$ cat src/rtl/mouse_pkg.sv
// Shared constants, state encoding and delta decoding for the mouse position tracker.
package mouse_pkg;

  localparam int unsigned OVF_Y = 7;
  localparam int unsigned OVF_X = 6;
  localparam int unsigned SGN_Y = 5;
  localparam int unsigned SGN_X = 4;

  localparam int unsigned DELTA_WIDTH = 10;

  localparam logic [1:0] CFG_LIMIT_X  = 2'd0;
  localparam logic [1:0] CFG_LIMIT_Y  = 2'd1;
  localparam logic [1:0] CFG_MODE     = 2'd2;
  localparam logic [1:0] CFG_RECENTRE = 2'd3;

  localparam int unsigned MODE_WRAP     = 0;
  localparam int unsigned MODE_INVERT_Y = 1;

  typedef enum logic {
    ST_IDLE    = 1'b0,
    ST_PENDING = 1'b1
  } intrState_e;

  // Overflowed axes pin to the extreme 9-bit value in the direction of the sign bit.
  function automatic logic signed [DELTA_WIDTH-1:0] formDelta(input logic ovf,
                                                             input logic sgn,
                                                             input logic [7:0] low);
    logic signed [DELTA_WIDTH-1:0] d;
    if (ovf) d = sgn ? -DELTA_WIDTH'(256) : DELTA_WIDTH'(255);
    else     d = DELTA_WIDTH'($signed({sgn, low}));
    return d;
  endfunction

endpackage

$ cat src/rtl/mouse_position_tracker_if.sv
// Packet, config and cursor-state signals between the master state machine and the tracker.
interface mouse_position_tracker_if #(
  parameter int unsigned POS_WIDTH = 10,
  parameter int unsigned Z_WIDTH   = 8
);
  logic                        PKT_VALID;
  logic [7:0]                  PKT_STATUS;
  logic [7:0]                  PKT_DX;
  logic [7:0]                  PKT_DY;
  logic [7:0]                  PKT_DZ;
  logic                        CFG_WE;
  logic [1:0]                  CFG_ADDR;
  logic [POS_WIDTH-1:0]        CFG_WDATA;
  logic                        INTR_ACK;
  logic [POS_WIDTH-1:0]        POS_X;
  logic [POS_WIDTH-1:0]        POS_Y;
  logic signed [Z_WIDTH-1:0]   POS_Z;
  logic [2:0]                  BUTTONS;
  logic [2:0]                  BTN_PRESSED;
  logic                        INTR;
  logic [7:0]                  OVERRUN_COUNT;

  modport master (
    output PKT_VALID, PKT_STATUS, PKT_DX, PKT_DY, PKT_DZ,
    output CFG_WE, CFG_ADDR, CFG_WDATA, INTR_ACK,
    input  POS_X, POS_Y, POS_Z, BUTTONS, BTN_PRESSED, INTR, OVERRUN_COUNT
  );

  modport slave (
    input  PKT_VALID, PKT_STATUS, PKT_DX, PKT_DY, PKT_DZ,
    input  CFG_WE, CFG_ADDR, CFG_WDATA, INTR_ACK,
    output POS_X, POS_Y, POS_Z, BUTTONS, BTN_PRESSED, INTR, OVERRUN_COUNT
  );
endinterface

$ cat src/rtl/mouse_axis_accum.sv
// One cursor axis: residual-carrying divide, wrap/saturate against the live limit, recentre.
module mouse_axis_accum
  import mouse_pkg::*;
#(
  parameter int unsigned POS_WIDTH = 10,
  parameter int unsigned DIV_SHIFT = 0,
  parameter int unsigned RESET_POS = 80
) (
  input  logic                          CLK,
  input  logic                          RESET,
  input  logic                          deltaValid,
  input  logic signed [DELTA_WIDTH-1:0] delta,
  input  logic [POS_WIDTH-1:0]          limit,
  input  logic                          wrapMode,
  input  logic                          recentre,
  output logic [POS_WIDTH-1:0]          pos
);
  localparam int unsigned SW = POS_WIDTH + 2;
  localparam int unsigned TW = DELTA_WIDTH + DIV_SHIFT + 1;
  localparam int unsigned RW = (DIV_SHIFT > 0) ? DIV_SHIFT : 1;
  localparam logic signed [SW-1:0] S_ZERO = '0;

  logic [RW-1:0]          residual, residualNext, residualCalc;
  logic signed [TW-1:0]   total, step;
  logic signed [SW-1:0]   limitS, limitM1S, raw, wrapped, sat;
  logic [POS_WIDTH-1:0]   limitM1, posNext;

  always_comb begin
    total        = $signed({{(TW-RW){1'b0}}, residual}) + TW'(delta);
    step         = total >>> DIV_SHIFT;
    // Floor division leaves the non-negative remainder in the low bits.
    residualCalc = (DIV_SHIFT == 0) ? '0 : RW'(total);
    limitS       = $signed({2'b00, limit});
    limitM1S     = limitS - SW'(1);
    limitM1      = limit - POS_WIDTH'(1);
    raw          = $signed({2'b00, pos}) + SW'(step);

    wrapped = raw;
    if (wrapMode) begin
      if (raw < S_ZERO)        wrapped = raw + limitS;
      else if (raw >= limitS)  wrapped = raw - limitS;
    end

    sat = wrapped;
    if (wrapped < S_ZERO)         sat = S_ZERO;
    else if (wrapped > limitM1S)  sat = limitM1S;

    posNext      = pos;
    residualNext = residual;
    if (recentre) begin
      posNext      = limit >> 1;
      residualNext = '0;
    end else if (deltaValid) begin
      posNext      = POS_WIDTH'(sat);
      residualNext = residualCalc;
    end else if (pos > limitM1) begin
      posNext      = limitM1;
    end
  end

  always_ff @(posedge CLK or posedge RESET) begin
    if (RESET) begin
      pos      <= POS_WIDTH'(RESET_POS);
      residual <= '0;
    end else begin
      pos      <= posNext;
      residual <= residualNext;
    end
  end

endmodule

$ cat src/rtl/mouse_position_tracker.sv
// Absolute cursor X/Y/Z tracker fed by decoded PS/2 packets, with config and an acked interrupt.
module mouse_position_tracker
  import mouse_pkg::*;
#(
  parameter int unsigned POS_WIDTH = 10,
  parameter int unsigned LIMIT_X   = 160,
  parameter int unsigned LIMIT_Y   = 120,
  parameter int unsigned Z_ENABLE  = 1,
  parameter int unsigned Z_WIDTH   = 8,
  parameter int unsigned DIV_SHIFT = 0
) (
  input logic                     CLK,
  input logic                     RESET,
  mouse_position_tracker_if.slave bus
);
  localparam int unsigned ZSW   = ((Z_WIDTH > 8) ? Z_WIDTH : 8) + 1;
  localparam int          Z_MAX = (2 ** (Z_WIDTH - 1)) - 1;
  localparam int          Z_MIN = -Z_MAX - 1;

  logic [POS_WIDTH-1:0]          limitX, limitY, posX, posY;
  logic [1:0]                    mode;
  logic                          recentre;
  logic                          s1Valid;
  logic signed [DELTA_WIDTH-1:0] s1Dx, s1Dy, dyRaw;
  logic signed [7:0]             s1Dz;
  logic [2:0]                    s1Btn;
  logic signed [Z_WIDTH-1:0]     posZ, posZNext;
  logic signed [ZSW-1:0]         zSum;
  intrState_e                    state, stateNext;
  logic                          intr, intrNext;
  logic [2:0]                    buttons, buttonsNext, btnPressed, pressedNext, newPress;
  logic [7:0]                    overrun, overrunNext;
  logic                          unusedStatus;

  assign unusedStatus = bus.PKT_STATUS[3];
  assign recentre     = bus.CFG_WE && (bus.CFG_ADDR == CFG_RECENTRE);

  // Configuration registers; zero limits are rejected so limit-1 stays valid.
  always_ff @(posedge CLK or posedge RESET) begin
    if (RESET) begin
      limitX <= POS_WIDTH'(LIMIT_X);
      limitY <= POS_WIDTH'(LIMIT_Y);
      mode   <= '0;
    end else if (bus.CFG_WE) begin
      case (bus.CFG_ADDR)
        CFG_LIMIT_X: if (bus.CFG_WDATA != '0) limitX <= bus.CFG_WDATA;
        CFG_LIMIT_Y: if (bus.CFG_WDATA != '0) limitY <= bus.CFG_WDATA;
        CFG_MODE:    mode <= bus.CFG_WDATA[1:0];
        default:     ;
      endcase
    end
  end

  always_comb dyRaw = formDelta(bus.PKT_STATUS[OVF_Y], bus.PKT_STATUS[SGN_Y], bus.PKT_DY);

  // Stage 1: decoded signed deltas.
  always_ff @(posedge CLK or posedge RESET) begin
    if (RESET) begin
      s1Valid <= 1'b0;
      s1Dx    <= '0;
      s1Dy    <= '0;
      s1Dz    <= '0;
      s1Btn   <= '0;
    end else begin
      s1Valid <= bus.PKT_VALID;
      if (bus.PKT_VALID) begin
        s1Dx  <= formDelta(bus.PKT_STATUS[OVF_X], bus.PKT_STATUS[SGN_X], bus.PKT_DX);
        s1Dy  <= mode[MODE_INVERT_Y] ? -dyRaw : dyRaw;
        s1Dz  <= $signed(bus.PKT_DZ);
        s1Btn <= bus.PKT_STATUS[2:0];
      end
    end
  end

  mouse_axis_accum #(
    .POS_WIDTH (POS_WIDTH),
    .DIV_SHIFT (DIV_SHIFT),
    .RESET_POS (LIMIT_X / 2)
  ) xAxis (
    .CLK        (CLK),
    .RESET      (RESET),
    .deltaValid (s1Valid),
    .delta      (s1Dx),
    .limit      (limitX),
    .wrapMode   (mode[MODE_WRAP]),
    .recentre   (recentre),
    .pos        (posX)
  );

  mouse_axis_accum #(
    .POS_WIDTH (POS_WIDTH),
    .DIV_SHIFT (DIV_SHIFT),
    .RESET_POS (LIMIT_Y / 2)
  ) yAxis (
    .CLK        (CLK),
    .RESET      (RESET),
    .deltaValid (s1Valid),
    .delta      (s1Dy),
    .limit      (limitY),
    .wrapMode   (mode[MODE_WRAP]),
    .recentre   (recentre),
    .pos        (posY)
  );

  // Wheel accumulator saturates to the signed Z range and never wraps.
  always_comb begin
    zSum     = ZSW'(posZ) + ZSW'(s1Dz);
    posZNext = posZ;
    if (recentre || (Z_ENABLE == 0)) begin
      posZNext = '0;
    end else if (s1Valid) begin
      if (zSum > ZSW'(Z_MAX))       posZNext = Z_WIDTH'(Z_MAX);
      else if (zSum < ZSW'(Z_MIN))  posZNext = Z_WIDTH'(Z_MIN);
      else                          posZNext = Z_WIDTH'(zSum);
    end
  end

  // Interrupt FSM next state; an ack coinciding with an update keeps it pending.
  always_comb begin
    stateNext   = state;
    buttonsNext = buttons;
    pressedNext = btnPressed;
    overrunNext = overrun;
    newPress    = s1Valid ? (s1Btn & ~buttons) : 3'b000;
    if (s1Valid) buttonsNext = s1Btn;
    case (state)
      ST_IDLE: begin
        pressedNext = btnPressed | newPress;
        if (s1Valid) stateNext = ST_PENDING;
      end
      ST_PENDING: begin
        if (bus.INTR_ACK) begin
          pressedNext = newPress;
          if (!s1Valid) stateNext = ST_IDLE;
        end else begin
          pressedNext = btnPressed | newPress;
          if (s1Valid && (overrun != 8'hFF)) overrunNext = overrun + 8'd1;
        end
      end
      default: stateNext = ST_IDLE;
    endcase
    intrNext = (stateNext == ST_PENDING);
  end

  always_ff @(posedge CLK or posedge RESET) begin
    if (RESET) begin
      state      <= ST_IDLE;
      intr       <= 1'b0;
      buttons    <= '0;
      btnPressed <= '0;
      overrun    <= '0;
      posZ       <= '0;
    end else begin
      state      <= stateNext;
      intr       <= intrNext;
      buttons    <= buttonsNext;
      btnPressed <= pressedNext;
      overrun    <= overrunNext;
      posZ       <= posZNext;
    end
  end

  assign bus.POS_X         = posX;
  assign bus.POS_Y         = posY;
  assign bus.POS_Z         = posZ;
  assign bus.BUTTONS       = buttons;
  assign bus.BTN_PRESSED   = btnPressed;
  assign bus.INTR          = intr;
  assign bus.OVERRUN_COUNT = overrun;

endmodule

$ cat src/flat_wrapper.sv
// flat-port wrapper written by rule: the top's interface ports become plain ports
module mouse_position_tracker_flat import mouse_pkg::*;
#(
  parameter int unsigned POS_WIDTH = 10,
  parameter int unsigned LIMIT_X   = 160,
  parameter int unsigned LIMIT_Y   = 120,
  parameter int unsigned Z_ENABLE  = 1,
  parameter int unsigned Z_WIDTH   = 8,
  parameter int unsigned DIV_SHIFT = 0
)
  (CLK, RESET, bus_PKT_VALID, bus_PKT_STATUS, bus_PKT_DX, bus_PKT_DY, bus_PKT_DZ, bus_CFG_WE, bus_CFG_ADDR, bus_CFG_WDATA, bus_INTR_ACK, bus_POS_X, bus_POS_Y, bus_POS_Z, bus_BUTTONS, bus_BTN_PRESSED, bus_INTR, bus_OVERRUN_COUNT);
  mouse_position_tracker_if #(.POS_WIDTH(POS_WIDTH), .Z_WIDTH(Z_WIDTH)) bus_i ();
  input logic CLK;
  input logic RESET;
  input wire logic [$bits(bus_i.PKT_VALID)-1:0] bus_PKT_VALID;
  input wire logic [$bits(bus_i.PKT_STATUS)-1:0] bus_PKT_STATUS;
  input wire logic [$bits(bus_i.PKT_DX)-1:0] bus_PKT_DX;
  input wire logic [$bits(bus_i.PKT_DY)-1:0] bus_PKT_DY;
  input wire logic [$bits(bus_i.PKT_DZ)-1:0] bus_PKT_DZ;
  input wire logic [$bits(bus_i.CFG_WE)-1:0] bus_CFG_WE;
  input wire logic [$bits(bus_i.CFG_ADDR)-1:0] bus_CFG_ADDR;
  input wire logic [$bits(bus_i.CFG_WDATA)-1:0] bus_CFG_WDATA;
  input wire logic [$bits(bus_i.INTR_ACK)-1:0] bus_INTR_ACK;
  output wire logic [$bits(bus_i.POS_X)-1:0] bus_POS_X;
  output wire logic [$bits(bus_i.POS_Y)-1:0] bus_POS_Y;
  output wire logic [$bits(bus_i.POS_Z)-1:0] bus_POS_Z;
  output wire logic [$bits(bus_i.BUTTONS)-1:0] bus_BUTTONS;
  output wire logic [$bits(bus_i.BTN_PRESSED)-1:0] bus_BTN_PRESSED;
  output wire logic [$bits(bus_i.INTR)-1:0] bus_INTR;
  output wire logic [$bits(bus_i.OVERRUN_COUNT)-1:0] bus_OVERRUN_COUNT;
  assign bus_i.PKT_VALID = bus_PKT_VALID;
  assign bus_i.PKT_STATUS = bus_PKT_STATUS;
  assign bus_i.PKT_DX = bus_PKT_DX;
  assign bus_i.PKT_DY = bus_PKT_DY;
  assign bus_i.PKT_DZ = bus_PKT_DZ;
  assign bus_i.CFG_WE = bus_CFG_WE;
  assign bus_i.CFG_ADDR = bus_CFG_ADDR;
  assign bus_i.CFG_WDATA = bus_CFG_WDATA;
  assign bus_i.INTR_ACK = bus_INTR_ACK;
  assign bus_POS_X = bus_i.POS_X;
  assign bus_POS_Y = bus_i.POS_Y;
  assign bus_POS_Z = bus_i.POS_Z;
  assign bus_BUTTONS = bus_i.BUTTONS;
  assign bus_BTN_PRESSED = bus_i.BTN_PRESSED;
  assign bus_INTR = bus_i.INTR;
  assign bus_OVERRUN_COUNT = bus_i.OVERRUN_COUNT;
  mouse_position_tracker #(.POS_WIDTH(POS_WIDTH), .LIMIT_X(LIMIT_X), .LIMIT_Y(LIMIT_Y), .Z_ENABLE(Z_ENABLE), .Z_WIDTH(Z_WIDTH), .DIV_SHIFT(DIV_SHIFT)) u_core (.CLK(CLK), .RESET(RESET), .bus(bus_i));
endmodule
$ cat config.mk
export PLATFORM = sky130hd
export DESIGN_NAME = mouse_position_tracker_flat
export DESIGN_NICKNAME = d
export VERILOG_FILES = /design/src/rtl/mouse_pkg.sv /design/src/rtl/mouse_position_tracker_if.sv /design/src/rtl/mouse_axis_accum.sv /design/src/rtl/mouse_position_tracker.sv /design/src/flat_wrapper.sv
export SDC_FILE = /design/constraint.sdc
export NUM_CORES = 1
export LEC_CHECK = 0
export CELL_PAD_IN_SITES_DETAIL_PLACEMENT = 1
export CELL_PAD_IN_SITES_GLOBAL_PLACEMENT = 1
export CORE_UTILIZATION = 48
export CTS_CLUSTER_DIAMETER = 50
export DETAILED_ROUTE_END_ITERATION = 10
export GPL_TIMING_DRIVEN = 1
export PLACE_DENSITY_LB_ADDON = 0.1
export SKIP_LAST_GASP = 1
export SLEW_MARGIN = 30
export SYNTH_ARGS = -nofsm -noshare
export SYNTH_HDL_FRONTEND = slang
export SYNTH_SLANG_ARGS = --single-unit
export TNS_END_PERCENT = 1
$ cat constraint.sdc
create_clock -name CLK -period 10.8 [get_ports CLK]
set_input_delay 1.62 -clock CLK [delete_from_list [all_inputs] [get_ports CLK]]
set_output_delay 1.62 -clock CLK [all_outputs]
set_load 0.03 [all_outputs]
Yosys cells after proc, flatten, opt, wreduce, memory -nomap -nowiden. Index checks and enable logic that the tools add are counted.

$add $sub $neg: 15. $lt $le $gt $ge: 12. Equal/unequal tests: 4. Mux-type cells: 33. Bitwise logic cells: 5. Reduce and logical (&&, ||, !) cells: 11.

Operator list (count): two-way mux 10 bit (15); two-way mux 12 bit (6); less-than comparator 12 x 1 -> 1 bit (second input constant) (4); two-way mux 8 bit (4); adder 11 x 11 -> 12 bit (2); adder 12 x 11 -> 12 bit (2); greater-or-equal comparator 12 x 11 -> 1 bit (2); greater-than comparator 12 x 11 -> 1 bit (2); subtractor 12 x 11 -> 12 bit (2); adder 2 x 10 -> 11 bit (2); subtractor 10 x 1 -> 11 bit (second input constant) (2); greater-than comparator 10 bit (2); subtractor 10 x 1 -> 10 bit (second input constant) (2); negation 10 bit (1); nonzero test 10 bit (1); adder 8 x 8 -> 9 bit (1); greater-than comparator 9 x 8 -> 1 bit (second input constant) (1); less-than comparator 9 x 8 -> 1 bit (second input constant) (1); AND reduction 3 bit (3); adder 8 x 1 -> 8 bit (second input constant) (1); inequality test 8 bit (second input constant) (1); two-way mux 3 bit (2); case mux 3 bit (2 select lines) (1); nonzero test 3 bit (2); other kinds (12) (18).

Bits in registers: 98. Input bits: 49. Output and inout bits: 43. Word-level logic and storage cells: 96.

Logic depth before layout (Yosys ltp).
Word-level depth: 11. Gate-level depth with buffers: 29. Mapped depth without buffers: 28.

Modules after synthesis. From an unflattened synthesis, not the netlist that was laid out.

Cells, all modules: 1155. Area, all modules: 9964.6 um2.

Modules (own cells, without submodules): mouse_position_tracker (times used 1, cells each 318, area an instance 3584.7 um2); mouse_axis_accum (u_core.yAxis) (times used 1, cells each 414, area an instance 3230.6 um2); mouse_axis_accum (u_core.xAxis) (times used 1, cells each 423, area an instance 3149.3 um2).

Worst setup path after synthesis. OpenSTA, ideal clock, no wires.

Path kind: register to register. Start point: register u_core.xAxis.pos[0]. End point: register u_core.xAxis.pos[7]. Arrival: 5949 ps. Data required time: 10679 ps. Path slack: 4729 ps. Cell stages (with the launch flop): 26. Buffers on the path: 1. Period minus slack after synthesis: 6071 ps. Cell sequence: dfrtp_1 > ha_1 > inv_1 > fa_1 > nor2b_1 > o31a_2 > nor2_1 > xnor2_1 > ha_1 > nor2_1 > nor3b_1 > o22a_1 > o41a_1 > o41ai_4 > inv_2 > o221a_2 > ha_1 > a2111oi_0 > o21ai_0 > o221a_2 > o41ai_1 > clkbuf_1 > and2_1 > a311o_1 > o221ai_1 > o22a_1.

Longest elaborated chain between the ends: 10. Elaborated cells on any way between the ends: 16. Those cells by class: add/sub (3); order compare (5); mux (7); reduce/logical (1).

RTL lines: start, declared (line mouse_axis_accum.sv:16) `output logic [POS_WIDTH-1:0] pos`; start signal, assigned (line mouse_axis_accum.sv:63) `pos <= POS_WIDTH'(RESET_POS);`; start signal, assigned (line mouse_axis_accum.sv:66) `pos <= posNext;`; adder 11 x 11 -> 12 bit (line mouse_axis_accum.sv:36) `raw = $signed({2'b00, pos}) + SW'(step);`; subtractor 12 x 11 -> 12 bit or greater-or-equal comparator 12 x 11 -> 1 bit (tied branches) (line mouse_axis_accum.sv:41) `else if (raw >= limitS) wrapped = raw - limitS;`; two-way mux 12 bit (line mouse_axis_accum.sv:41); two-way mux 12 bit (line mouse_axis_accum.sv:40) `if (raw < S_ZERO) wrapped = raw + limitS;`; two-way mux 12 bit (line mouse_axis_accum.sv:39) `if (wrapMode) begin`; greater-than comparator 12 x 11 -> 1 bit (line mouse_axis_accum.sv:46) `else if (wrapped > limitM1S) sat = limitM1S;`; two-way mux 10 bit (line mouse_axis_accum.sv:46); two-way mux 10 bit (line mouse_axis_accum.sv:45) `if (wrapped < S_ZERO) sat = S_ZERO;`; two-way mux 10 bit (line mouse_axis_accum.sv:53) `end else if (deltaValid) begin`; two-way mux 10 bit (line mouse_axis_accum.sv:50) `if (recentre) begin`.

Parallel ways exist; a longest one is shown, timed or not. A chain may end at the register's enable or synchronous reset.

Worst setup path in the final report. Same ends and word-level chain as after synthesis.

==> parameters.txt <==
Parameter                              Value

Placement
  Routability-driven placement congestion ratio    ~0.93
  Total half-perimeter wirelength after legalization and detailed placement    24,600 um
  Area after DPL    10,700 um^2
  Number of buffers added on ports    90

Global route
  GRT overflow    0
  Wire length of the first global-routing pass    49,500 um
  Maximum number of pins on one net before global-route repair    65
  Number of global-route vias before repair    9,178
  Number of antenna violations at the first check in global routing    1
  GR Util All Layers    0.312

Hold path
  Min-delay worst type    flop to flop

Worst setup path
  Register-to-register setup slack    3530 ps
  First element of the critical path    u_core.xAxis.pos[0]
  Cell type of the slowest stage on the worst timing path    sky130_fd_sc_hd__o311ai_2
  Start-to-end type of the worst setup path    flop to flop
  Required time of the critical path    11,050 ps
  Number of cell instances on the worst register-to-register path    26
  Worst-path fanout max    11
  Worst flop-to-flop path endpoint    u_core.xAxis.pos[7]
  Crit path capture type    flop
  Critical path endpoint    u_core.xAxis.pos[7]
  Combined buffer and inverter count along the critical path    3
  Data arrival time of the worst path    around 7500 ps
  Delay-heaviest family, CP    compound AO/OA/AOI/OAI gates
  Startpoint kind of the worst setup timing path    flop
  FF-to-FF Start    u_core.xAxis.pos[0]
  CP max stage delay    between 500 and 600 ps
  Stages on worst setup path    26

Floorplanning
  Number of placement rows    ~50
  Die Outline Area    20,400 um^2
  Starting utilization of the core area    0.489
  Number of top-level pins    92
  Total core area    19,500 um^2
  Die width    143 um
  Height of the chip    143 um

Clocking
  Quantity of hold-fixing buffers added after cts    0
  Root buf cell    sky130_fd_sc_hd__clkbuf_16
  Clock net sink count    96
  Cts bufs inserted    9
  Number of post-CTS setup repair buffers    0
  Clock tree from TritonCTS    built
  Clock insertion delay at the later pin of the skew report    360 ps
  Level count of the clock H-tree    3
  Largest buffer count on any clock path    2
  Post-cts sizing count    0
  Clock transition time at the flip-flop clock pins of the worst setup and hold paths    80 ps

Final layout
  Area added between synthesis and finish    15.3%
  Final standard cell area without fillers    11,000 um^2
  Fill cell instance count of the final layout    ~2,300
  Nets    1,388
  Number of antenna repair diodes    0
  Share of layout cells above drive strength 1    0.0789

Detailed routing
  Routed vias    between 9,000 and 10,000
  Post-DRT Antenna Nets    0
  Detailed-route vias per instance    6.14
  Wirelength per Cell    20.8 um
  DRT Pass-1 Iters    5
  DRC violation total after the first TritonRoute iteration    515
  Total Routed Length    slightly above 30,000 um
  Drc violations    0

Synthesis
  Portion of the post-synthesis area used by sequential elements    0.254
  Count of flip-flops with a built-in enable after synthesis    0
  Top post-synthesis cells by area    sky130_fd_sc_hd__dfrtp_1 22%, sky130_fd_sc_hd__ha_1 16%, sky130_fd_sc_hd__a21oi_1 5.1%
  Post-synthesis cell count    1,138
  Largest area contributor in the synthesized netlist    sky130_fd_sc_hd__dfrtp_1
  Top-count cell post-synth    sky130_fd_sc_hd__ha_1
  Dominant synthesized flop cell    sky130_fd_sc_hd__dfrtp_1
  Post-synthesis async set-or-reset flop share    1.00
  Mean instance size in the synthesized netlist    8.36 um^2
  Leading post-synthesis cells by instance count    120 x sky130_fd_sc_hd__ha_1, 107 x sky130_fd_sc_hd__nor2_1, 96 x sky130_fd_sc_hd__a21oi_1
  Synthesis Warnings    0
  Number of distinct library cells after synthesis    85
  Total of flip-flops plus latches after synthesis    96
  Syn_nets    ~1,300
  Post-synthesis cell area    9510 um^2
  Fraction of post-synthesis cell area in the top cell type by area    0.221

Timing
  Setup repair after global routing missed its margin    no
  Final setup viols    0
  Fmax    about 140 MHz
  Post-layout min period    7270 ps
  Final cycle utilization of the critical path    0.673
  Sum of negative setup slack    0 ps
  Transition time of the tightest slew-check pin    874 ps
  Final Max Slew Viols    0
  Hold violation count in the final report    0
  Max_slew headroom    0.417
  Max Clock Skew    8.40 ps

Flow run
  Count of max-cap constraint violations    0

Status
  Outcome    finished, final reports clean
[worst min path at each step]
stage                                startpoint                          end  slack (ps)  depth (start not counted)
CTS                 u_core.bus.OVERRUN_COUNT[6]  u_core.bus.OVERRUN_COUNT[6]         510                          1
detailed placement    u_core.bus.BTN_PRESSED[0]    u_core.bus.BTN_PRESSED[0]         490                          2
floorplan                        u_core.s1Dy[5]               u_core.s1Dy[5]         450                          1
finish                          u_core.s1Btn[1]              u_core.s1Btn[1]         510                          1
global placement                u_core.s1Btn[1]        u_core.bus.BUTTONS[1]         480                          2
global route                     u_core.s1Dy[5]               u_core.s1Dy[5]         530                          1
[state kept, by name (all words and copies together) (netlist names)]
name / cells
u_core.bus.BTN_PRESSED: 3
u_core.s1Dz: 8
u_core.state: 1
u_core.bus.BUTTONS: 3
u_core.bus.OVERRUN_COUNT: 8
u_core.limitX: 10
u_core.s1Valid: 1
u_core.bus.POS_Z: 8
u_core.mode: 2
u_core.limitY: 10
u_core.xAxis.pos: 10
u_core.s1Btn: 3
u_core.yAxis.pos: 10
u_core.s1Dx: 9
u_core.s1Dy: 10
[final cells by class]
type                       count  area [um^2]  share of cell area
sequential                    96         2420               0.221
multi-input combinational    927         6660               0.607
inverter                      82          310              0.0283
clock buffer                   9          225              0.0205
tap                          265          332              0.0302
clock inverter                 7         81.3             0.00742
timing repair buffer          96          941              0.0858
[cells by family after synthesis]
kind of cell	after synthesis	synth area share
AND/OR/NAND/NOR	363	0.185
AO/OA/AOI/OAI	348	0.252
adder cells (fa/ha/maj)	127	0.173
buffers and inverters	115	0.0464
flip-flops	96	0.254
XOR/XNOR	60	0.0553
multiplexers	29	0.0339
[routing by layer]
layer | track usage | vias up | part of all wire
li1 | - | 4327 | -
met1 | 0.452 | 4511 | 0.50
met2 | 0.490 | 235 | 0.44
met5 | 0 | - | 0
met4 | 0.0645 | 0 | 0.014
met3 | 0.0490 | 31 | 0.052
[cells in the final DEF (no fill, tap or decap), types with 9 or more instances in the layout]
master / synthesis / routed
sky130_fd_sc_hd__or2_2: 13 / 13
sky130_fd_sc_hd__nand4_1: 17 / 17
sky130_fd_sc_hd__o21bai_1: 9 / 9
sky130_fd_sc_hd__a211oi_1: 9 / 9
sky130_fd_sc_hd__or3_1: 9 / 9
sky130_fd_sc_hd__dfrtp_1: 84 / 84
sky130_fd_sc_hd__nand3_1: 24 / 24
sky130_fd_sc_hd__nor2b_1: 21 / 21
sky130_fd_sc_hd__nor2_1: 107 / 107
sky130_fd_sc_hd__xnor2_1: 49 / 49
sky130_fd_sc_hd__nand2b_1: 26 / 26
sky130_fd_sc_hd__clkdlybuf4s50_1: 0 / 89
sky130_fd_sc_hd__o221ai_1: 12 / 12
sky130_fd_sc_hd__nand2_1: 81 / 81
sky130_fd_sc_hd__a21o_1: 18 / 18
sky130_fd_sc_hd__dfstp_2: 12 / 12
sky130_fd_sc_hd__clkbuf_16: 0 / 9
sky130_fd_sc_hd__a21oi_1: 96 / 96
sky130_fd_sc_hd__ha_1: 120 / 120
sky130_fd_sc_hd__o21ai_0: 71 / 71
sky130_fd_sc_hd__xor2_1: 11 / 11
sky130_fd_sc_hd__o211ai_1: 13 / 13
sky130_fd_sc_hd__inv_1: 80 / 79
sky130_fd_sc_hd__mux2_2: 26 / 26
sky130_fd_sc_hd__nor3_1: 29 / 29
sky130_fd_sc_hd__a221o_1: 12 / 12
[stage by stage]
step	hold slack [ps]	worst slack, ps	utilization	std cells
after detailed placement	491	3760	0.547	1466
after CTS	510	3730	0.563	1482
after global placement	480	3920	0.547	1466
after global routing	533	3280	0.563	1482
after floorplan	455	4730	-	1138
final	511	3530	0.563	1482
Power is not shown: default switching activity piles up to over one toggle a cycle in this logic, so the estimate is an artifact.
